$ cat src/rtl/i2s_transmitter_if.sv
// Sample-pair handshake between the effects stage and the I2S transmitter.
// The source drives data/valid; the transmitter answers with ready.
interface i2s_transmitter_if #(
   parameter int DATA_WIDTH = 24
);
   logic [DATA_WIDTH-1:0] tx_data_l;
   logic [DATA_WIDTH-1:0] tx_data_r;
   logic                  tx_valid;
   logic                  tx_ready;

   modport master (
      output tx_data_l,
      output tx_data_r,
      output tx_valid,
      input  tx_ready
   );

   modport slave (
      input  tx_data_l,
      input  tx_data_r,
      input  tx_valid,
      output tx_ready
   );
endinterface

$ cat src/rtl/i2s_transmitter.sv
// Stereo I2S serializer: one-deep pair buffer, SCLK/LRCK generation,
// MSB-first data delayed one SCLK after each LRCK edge.
module i2s_transmitter #(
   parameter int DATA_WIDTH = 24,
   parameter int SLOT_BITS  = 32,
   parameter int SCLK_RATIO = 4
) (
   input  logic             clk,
   input  logic             reset,
   i2s_transmitter_if.slave tx,
   output logic             sclk,
   output logic             lrck,
   output logic             sdata,
   output logic             underrun
);
   localparam int DW_D = $clog2(SCLK_RATIO);
   localparam int DW_P = $clog2(2 * SLOT_BITS);

   localparam logic [DW_D-1:0] DIV_LAST = DW_D'(SCLK_RATIO - 1);
   localparam logic [DW_D-1:0] DIV_HALF = DW_D'(SCLK_RATIO / 2);
   localparam logic [DW_P-1:0] POS_LAST = DW_P'(2 * SLOT_BITS - 1);
   localparam logic [DW_P-1:0] POS_ONE  = DW_P'(1);
   localparam logic [DW_P-1:0] POS_LDW  = DW_P'(DATA_WIDTH);
   localparam logic [DW_P-1:0] POS_SLOT = DW_P'(SLOT_BITS);
   localparam logic [DW_P-1:0] POS_R1   = DW_P'(SLOT_BITS + 1);
   localparam logic [DW_P-1:0] POS_RDW  = DW_P'(SLOT_BITS + DATA_WIDTH);

   logic [DW_D-1:0]       r_div;
   logic [DW_P-1:0]       r_pos;
   logic [DATA_WIDTH-1:0] r_hold_l;
   logic [DATA_WIDTH-1:0] r_hold_r;
   logic                  r_full;
   logic [DATA_WIDTH-1:0] r_sh_l;
   logic [DATA_WIDTH-1:0] r_sh_r;
   logic                  r_sclk;
   logic                  r_lrck;
   logic                  r_sdata;
   logic                  r_underrun;

   logic            w_div_wrap;
   logic            w_load;
   logic            w_accept;
   logic [DW_D-1:0] w_div_nxt;
   logic [DW_P-1:0] w_pos_nxt;

   assign w_div_wrap = (r_div == DIV_LAST);
   assign w_load     = w_div_wrap && (r_pos == POS_LAST);
   assign w_div_nxt  = w_div_wrap ? '0 : r_div + 1'b1;
   assign w_accept   = tx.tx_valid && tx.tx_ready;

   always_comb begin
      w_pos_nxt = r_pos;
      if (w_div_wrap) begin
         w_pos_nxt = (r_pos == POS_LAST) ? '0 : r_pos + 1'b1;
      end
   end

   assign tx.tx_ready = !r_full && !reset;

   // Outputs are computed from the next counter state so they stay
   // aligned with the div/pos value they describe.
   always_ff @(posedge clk) begin
      if (reset) begin
         r_div      <= '0;
         r_pos      <= '0;
         r_hold_l   <= '0;
         r_hold_r   <= '0;
         r_full     <= 1'b0;
         r_sh_l     <= '0;
         r_sh_r     <= '0;
         r_sclk     <= 1'b0;
         r_lrck     <= 1'b0;
         r_sdata    <= 1'b0;
         r_underrun <= 1'b0;
      end else begin
         r_div      <= w_div_nxt;
         r_pos      <= w_pos_nxt;
         r_sclk     <= (w_div_nxt >= DIV_HALF);
         r_underrun <= w_load && !r_full;

         if (w_accept) begin
            r_hold_l <= tx.tx_data_l;
            r_hold_r <= tx.tx_data_r;
         end
         r_full <= w_load ? w_accept : (r_full || w_accept);

         if (w_div_wrap) begin
            r_lrck <= (w_pos_nxt >= POS_SLOT);
            if (w_pos_nxt >= POS_ONE && w_pos_nxt <= POS_LDW) begin
               r_sdata <= r_sh_l[DATA_WIDTH-1];
               r_sh_l  <= r_sh_l << 1;
            end else if (w_pos_nxt >= POS_R1 && w_pos_nxt <= POS_RDW) begin
               r_sdata <= r_sh_r[DATA_WIDTH-1];
               r_sh_r  <= r_sh_r << 1;
            end else begin
               r_sdata <= 1'b0;
            end
         end

         // An empty buffer at frame load sends a silent frame.
         if (w_load) begin
            r_sh_l <= r_full ? r_hold_l : '0;
            r_sh_r <= r_full ? r_hold_r : '0;
         end
      end
   end

   assign sclk     = r_sclk;
   assign lrck     = r_lrck;
   assign sdata    = r_sdata;
   assign underrun = r_underrun;
endmodule

$ cat src/flat_wrapper.sv
// flat-port wrapper written by rule: the top's interface ports become plain ports
module i2s_transmitter_flat 
#(
   parameter int DATA_WIDTH = 24,
   parameter int SLOT_BITS  = 32,
   parameter int SCLK_RATIO = 4
)
  (clk, reset, sclk, lrck, sdata, underrun, tx_tx_data_l, tx_tx_data_r, tx_tx_valid, tx_tx_ready);
  i2s_transmitter_if #(.DATA_WIDTH(DATA_WIDTH)) tx_i ();
  input  logic clk;
  input  logic reset;
  output logic sclk;
  output logic lrck;
  output logic sdata;
  output logic underrun;
  input wire logic [$bits(tx_i.tx_data_l)-1:0] tx_tx_data_l;
  input wire logic [$bits(tx_i.tx_data_r)-1:0] tx_tx_data_r;
  input wire logic [$bits(tx_i.tx_valid)-1:0] tx_tx_valid;
  output wire logic [$bits(tx_i.tx_ready)-1:0] tx_tx_ready;
  assign tx_i.tx_data_l = tx_tx_data_l;
  assign tx_i.tx_data_r = tx_tx_data_r;
  assign tx_i.tx_valid = tx_tx_valid;
  assign tx_tx_ready = tx_i.tx_ready;
  i2s_transmitter #(.DATA_WIDTH(DATA_WIDTH), .SLOT_BITS(SLOT_BITS), .SCLK_RATIO(SCLK_RATIO)) u_core (.clk(clk), .reset(reset), .tx(tx_i), .sclk(sclk), .lrck(lrck), .sdata(sdata), .underrun(underrun));
endmodule
$ cat config.mk
export PLATFORM = sky130hd
export DESIGN_NAME = i2s_transmitter_flat
export DESIGN_NICKNAME = d
export VERILOG_FILES = /design/src/rtl/i2s_transmitter_if.sv /design/src/rtl/i2s_transmitter.sv /design/src/flat_wrapper.sv
export SDC_FILE = /design/constraint.sdc
export NUM_CORES = 1
export LEC_CHECK = 0
export BUFFER_PORTS_ARGS = -buffer_cell sky130_fd_sc_hd__buf_2
export CAP_MARGIN = 20
export CORE_UTILIZATION = 45
export CTS_CLUSTER_DIAMETER = 60
export DETAILED_ROUTE_END_ITERATION = 6
export PLACE_DENSITY = 0.66
export SLEW_MARGIN = 25
export SYNTH_ARGS = -nofsm -noshare
export SYNTH_HDL_FRONTEND = slang
export SYNTH_SLANG_ARGS = --single-unit
$ cat constraint.sdc
create_clock -name clk -period 2.5 [get_ports clk]
set_input_delay 0.25 -clock clk [delete_from_list [all_inputs] [get_ports clk]]
set_output_delay 0.25 -clock clk [all_outputs]
set_load 0.005 [all_outputs]
==> results of run 1 <==
state kept, by name, indices dropped and copies added, names as in the netlist, 6 cells and up:
name             flops
u_core.r_sh_l       24
u_core.r_sh_r       24
u_core.r_pos         6
u_core.r_hold_r     24
u_core.r_hold_l     24
final cells by class:
class	count	share of cell area [%]
Sequential cell	108	39.6
Inverter	2	0.137
Timing Repair Buffer	71	7.76
Tap cell	136	3.11
Clock buffer	11	2.40
Clock inverter	4	1.81
Multi-Input combinational cell	410	45.2
routing by layer:
| layer | share of wire (%) | track usage [%] |
|---|---|---|
| met5 | 0 | 0 |
| met4 | 2.0 | 8.53 |
| met3 | 3.8 | 2.91 |
| met2 | 46 | 30.6 |
| met1 | 49 | 25.2 |
per-stage QoR:
stage          setup TNS, ns  total power [mW]  setup slack (ns)
6_report                   0              3.41            0.0880
5_1_grt               -0.279              3.55           -0.0313
4_1_cts                    0              3.43            0.0238
3_5_place_dp           -2.24              2.21           -0.0885
3_3_place_gp               0              2.20            0.0758
2_1_floorplan              0              2.09             0.308
synth_stat cells, types with 2 or more instances:
| master | number |
|---|---|
| dfxtp_1 | 108 |
| nand2_1 | 75 |
| nor2_1 | 58 |
| o21ai_0 | 50 |
| nand2b_1 | 48 |
| clkbuf_1 | 40 |
| a21oi_1 | 39 |
| a211oi_1 | 34 |
| o221a_2 | 28 |
| nor3_1 | 19 |
| a311o_1 | 18 |
| buf_2 | 5 |
| buf_6 | 5 |
| nand4_1 | 5 |
| buf_1 | 4 |
| or3_1 | 4 |
| ha_1 | 3 |
| o22ai_1 | 3 |
| xor2_1 | 3 |
| and2_1 | 2 |
| and3_1 | 2 |
| inv_1 | 2 |
| nand3_1 | 2 |
worst min-delay path: stages:
cell and delay [ns]:
buf_2 0.07, nand2_1 0.03, o21ai_0 0.05
final timing paths:
kind | to | from | depth (start not counted)
max | u_core.r_sh_r[1] | u_core.r_div[0] | 7
min | u_core.r_hold_r[6] | tx_tx_data_r[6] | 3
max reg2reg | u_core.r_sh_r[1] | u_core.r_div[0] | 7
min reg2reg | u_core.r_hold_l[5] | u_core.r_hold_l[5] | 2
kinds of logic (layout without fill, tap and decap cells):
group / count (synthesis) / after routing / share of synthesized area [%]
AND/OR/NAND/NOR: 222 / 222 / 21.6
AO/OA/AOI/OAI: 181 / 181 / 26.8
flip-flops: 108 / 108 / 44.8
buffers and inverters: 56 / 88 / 5.26
adder cells (fa/ha/maj): 3 / 3 / 0.778
XOR/XNOR: 3 / 3 / 0.545
multiplexers: 1 / 1 / 0.207
timing repair:
item	in CTS	in global routing
resized for setup	3	9
buffers inserted	0	1
setup endpoints to repair	42	42
endpoints found under the hold margin	0	0
gates cloned	0	0
pin swaps	0	2
power by group:
group | total (mW) | switching [mW] | internal, mW
Combinational | 0.338 | 0.191 | 0.147
Sequential | 1.84 | 0.0478 | 1.79
Clock | 1.23 | 0.570 | 0.663
==> metrics.cfg, run 1 <==
[outcome]
status=finished, final reports clean

[worst_hold_path]
hp-class=in -> reg

[setup_path]
start_kind=flop
cp.required_ns=2.76
cp_slowest_stage_delay_ns=0.46
crit_chain=ha_4 -> nand4_1 -> xor2_2 -> nor2_1 -> a2111o_1 -> buf_4 -> o221a_2
crit_arrival_ns=2.67
crit_path_end_kind=flop
reg2reg_setup_slack_ns=0.09
worstPathMaxFanout=19
crit_buf_inv=1
critical-path-top-delay-family=compound AO/OA/AOI/OAI gates
critPathSlowestCell=a2111o_1
worstSetupPathType=reg -> reg

[final_layout]
final_core_util_pct=52.7
finalNonFillerCells=742
antennaDiodeCount=0
stdcell_area_um2=5470
multi_input_area_um2=2470
nFillCells=978
seqCellArea_um2=2160
nets=656
mostFrequentLayoutCells=dfxtp_1, nand2_1, nor2_1
layout_commonest_cell=dfxtp_1
area_delta_synth_final_pct=13.3
drive_gt1_share_pct=21.0

[placed_design]
dp_cells=726
place_area_um2=5170
portBuffers=55
post-dp-hpwl_um=6490
gp_congestion=0.786

[logic_synthesis]
synth_ff_type=dfxtp_1
synth_edf_count=0
async_reset_ff_share_pct=0
ys_seq_elements=108
yosys_warnings=0
synth_cells=574
synthesis.nets=628
synth_cell_types=40
synth_area_um2=4820
synth_top_area_share_pct=44.8
syn_area_per_cell_um2=8.41
yosysSeqAreaShare_pct=44.8
synth_top_area_cell=dfxtp_1
synthTopCellsByArea=dfxtp_1, o221a_2, nand2b_1

[global_route]
grt_start_max_net_pins=109
grt-ovfl-total=0
grt_antenna_before_repair=0
grt_pass1_vias=3746
grt_usage_pct=19.0
grt_pass1_wl_um=17300

[drt]
drt-pass1-iter-count=5
route.vias.total=4094
wl_per_cell_um=13.9
route.detailed.drc=0
drt_iter0_drc=188
ant_nets=0
wirelength_um=10400
viasPerCell=5.52

[sta]
maxSlewViolCount=0
finalSetupViolCount=0
finalHoldViolCount=0
fin_crit_sh_pct=96.5
tightest_slew_ns=0.531
period_needed_ns=2.41
fmax_ghz=0.415
finalClockSkew_ns=0.0155
holdWs_ns=0.0644
slew_headroom_pct=63.7

[power]
power_density_nw_per_um2=623
peakVddDrop_uv=304
leakage_nw=1.95

[floorplan]
core_um2=10400
dieHeight_um=106
die_area_um2=11100
die_x_um=106
initial_core_util_pct=46.5
rows=37
ios=56

[cts]
clkTransAtPathRegs_ns=0.10
clockRootBuffer=clkbuf_8
numCtsBuffers=9
cts_tree=done
insertion_delay_ns=0.37
htree_levels=3
numClockSinks=108
clockBufferDepth=2
cts_hold_buffers=0

[job]
max_cap_viol_count=0

No activity file was read; power rests on OpenSTA's default activity.
==> run 2: changes to the inputs <==
- CTS_BUF_LIST: not set -> sky130_fd_sc_hd__clkbuf_4
==> run 2 against run 1 <==
  * Register-to-register slack barely moved
  * Highest routed layer unchanged
  * Utilization rose by 3.5 points
  * Maximum frequency fell by 0.31%
  * Wire length increased by 4.0%
  * Cell count grew 5.5%
  * Clock skew up 0.0052 ns
  * Global-route usage grew 0.71 points
  * Setup slack lost 0.0075 ns
==> metrics.cfg, run 2 (synthesis results as in run 1) <==
[setup_path]
cp_slowest_stage_delay_ns=0.51
worstPathMaxFanout=19
critPathSlowestCell=a2111o_1
critical-path-top-delay-family=compound AO/OA/AOI/OAI gates
worstSetupPathType=reg -> reg
crit_path_end_kind=flop
crit_buf_inv=1
crit_arrival_ns=2.76
cp.required_ns=2.84
start_kind=flop
crit_chain=ha_4 -> nand4_1 -> xor2_2 -> nor2_1 -> a2111o_1 -> buf_4 -> o221a_2

[placed_design]
place_area_um2=5170
gp_congestion=0.786
dp_cells=726
portBuffers=55
post-dp-hpwl_um=6490

[cts]
htree_levels=3
clockRootBuffer=clkbuf_4
clockBufferDepth=2
cts_tree=done
numCtsBuffers=9
clkTransAtPathRegs_ns=0.15
numClockSinks=108
insertion_delay_ns=0.44

[floorplan]
dieHeight_um=106
core_um2=10400
die_x_um=106
die_area_um2=11100
initial_core_util_pct=46.5
ios=56
rows=37

[global_route]
grt-ovfl-total=0
grt_start_max_net_pins=109
grt_pass1_wl_um=18000
grt_antenna_before_repair=0
grt_usage_pct=19.7
grt_pass1_vias=3945

[power]
swShare_pct=23.8
power_density_nw_per_um2=564
p_sw_mw=0.782
p_seq_share_pct=55.9
comb_power_share_pct=11.8
leakage_nw=2.11
clkPwrFrac_pct=32.3
internal_power_mw=2.51
peakVddDrop_uv=369

[drt]
route.vias.total=4254
viasPerCell=5.43
route.detailed.drc=0
wl_per_cell_um=13.7
drt-pass1-iter-count=4
ant_nets=0
drt_iter0_drc=204
wirelength_um=10800

[sta]
period_needed_ns=2.42
holdWs_ns=0.0234
fmax_ghz=0.413
maxSlewViolCount=0
finalSetupViolCount=0
finalSetupTns_ns=0
finalHoldViolCount=0
fin_crit_sh_pct=96.8
finalClockSkew_ns=0.0208
slew_headroom_pct=63.0
tightest_slew_ns=0.541

[final_layout]
area_delta_synth_final_pct=20.8
antennaDiodeCount=0
layout_commonest_cell=dfxtp_1
stdcell_area_um2=5830
drive_gt1_share_pct=20.2
nets=697
mostFrequentLayoutCells=dfxtp_1, nand2_1, nor2_1
finalNonFillerCells=783

[worst_hold_path]
hp-class=in -> reg

[job]
max_cap_viol_count=0

[outcome]
status=finished, final reports clean

run 2: changes by cell type in the layout (fill, tap and decap cells not counted), sizes merged:
cell	change
dlygate4sd3	+41
run 2: tightest hold or removal path: cells and delay by family:
kind                   cells  cell delay, ns
AOI/OAI and AO/OA          1            0.06
buffers and inverters      1            0.08
and+or+nand+nor            1            0.03
run 2: routing by layer:
layer,vias to the layer above,GRT usage (%),part of all wire [%]
li1,2194,-,-
met3,18,3.28,3.0
met4,0,7.44,1.6
met5,-,0,0
met2,78,32.5,47
met1,1964,25.9,48
run 2: power by group through the flow:
stage | Combinational, mW | Clock [mW] | Sequential [mW]
floorplan | 0.232 | 0 | 1.86
global placement | 0.326 | 0 | 1.87
detailed placement | 0.334 | 0 | 1.87
CTS | 0.382 | 1.09 | 1.84
global route | 0.436 | 1.16 | 1.85
finish | 0.388 | 1.06 | 1.84
run 2: path summary, 6_finish.rpt:
kind                         start             endpoint  slack [ns]  cells after the start
setup reg to reg   u_core.r_div[0]     u_core.r_sh_r[1]        0.08                      7
hold reg to reg    u_core.r_div[0]      u_core.r_div[0]        0.47                      1
hold / removal    tx_tx_data_l[18]  u_core.r_hold_l[18]        0.02                      3
setup / recovery   u_core.r_div[0]     u_core.r_sh_r[1]        0.08                      7
run 2: cell type report:
cell class / instances / area, µm²
Clock buffer: 11 / 82.6
Clock inverter: 4 / 98.8
Fill cell: 942 / 4540
Inverter: 2 / 7.51
Multi-Input combinational cell: 410 / 2470
Sequential cell: 108 / 2170
Tap cell: 136 / 170
Timing Repair Buffer: 112 / 835
run 2: through the flow:
step / utilization, % / power (mW) / setup slack [ns]
6_report: 56.2 / 3.29 / 0.0805
3_5_place_dp: 49.9 / 2.21 / -0.0885
2_1_floorplan: - / 2.09 / 0.308
5_1_grt: 56.2 / 3.45 / -0.0322
3_3_place_gp: 49.9 / 2.20 / 0.0758
4_1_cts: 55.6 / 3.31 / 0.0158
run 2: timing repair:
| item | in CTS | in global routing |
|---|---|---|
| hold buffers | 40 | 1 |
| setup buffers | 0 | 1 |
| hold endpoints to repair | 40 | 1 |
| resized for setup | 3 | 10 |
| pin swaps | 0 | 1 |
| endpoints found under the setup margin | 42 | 42 |
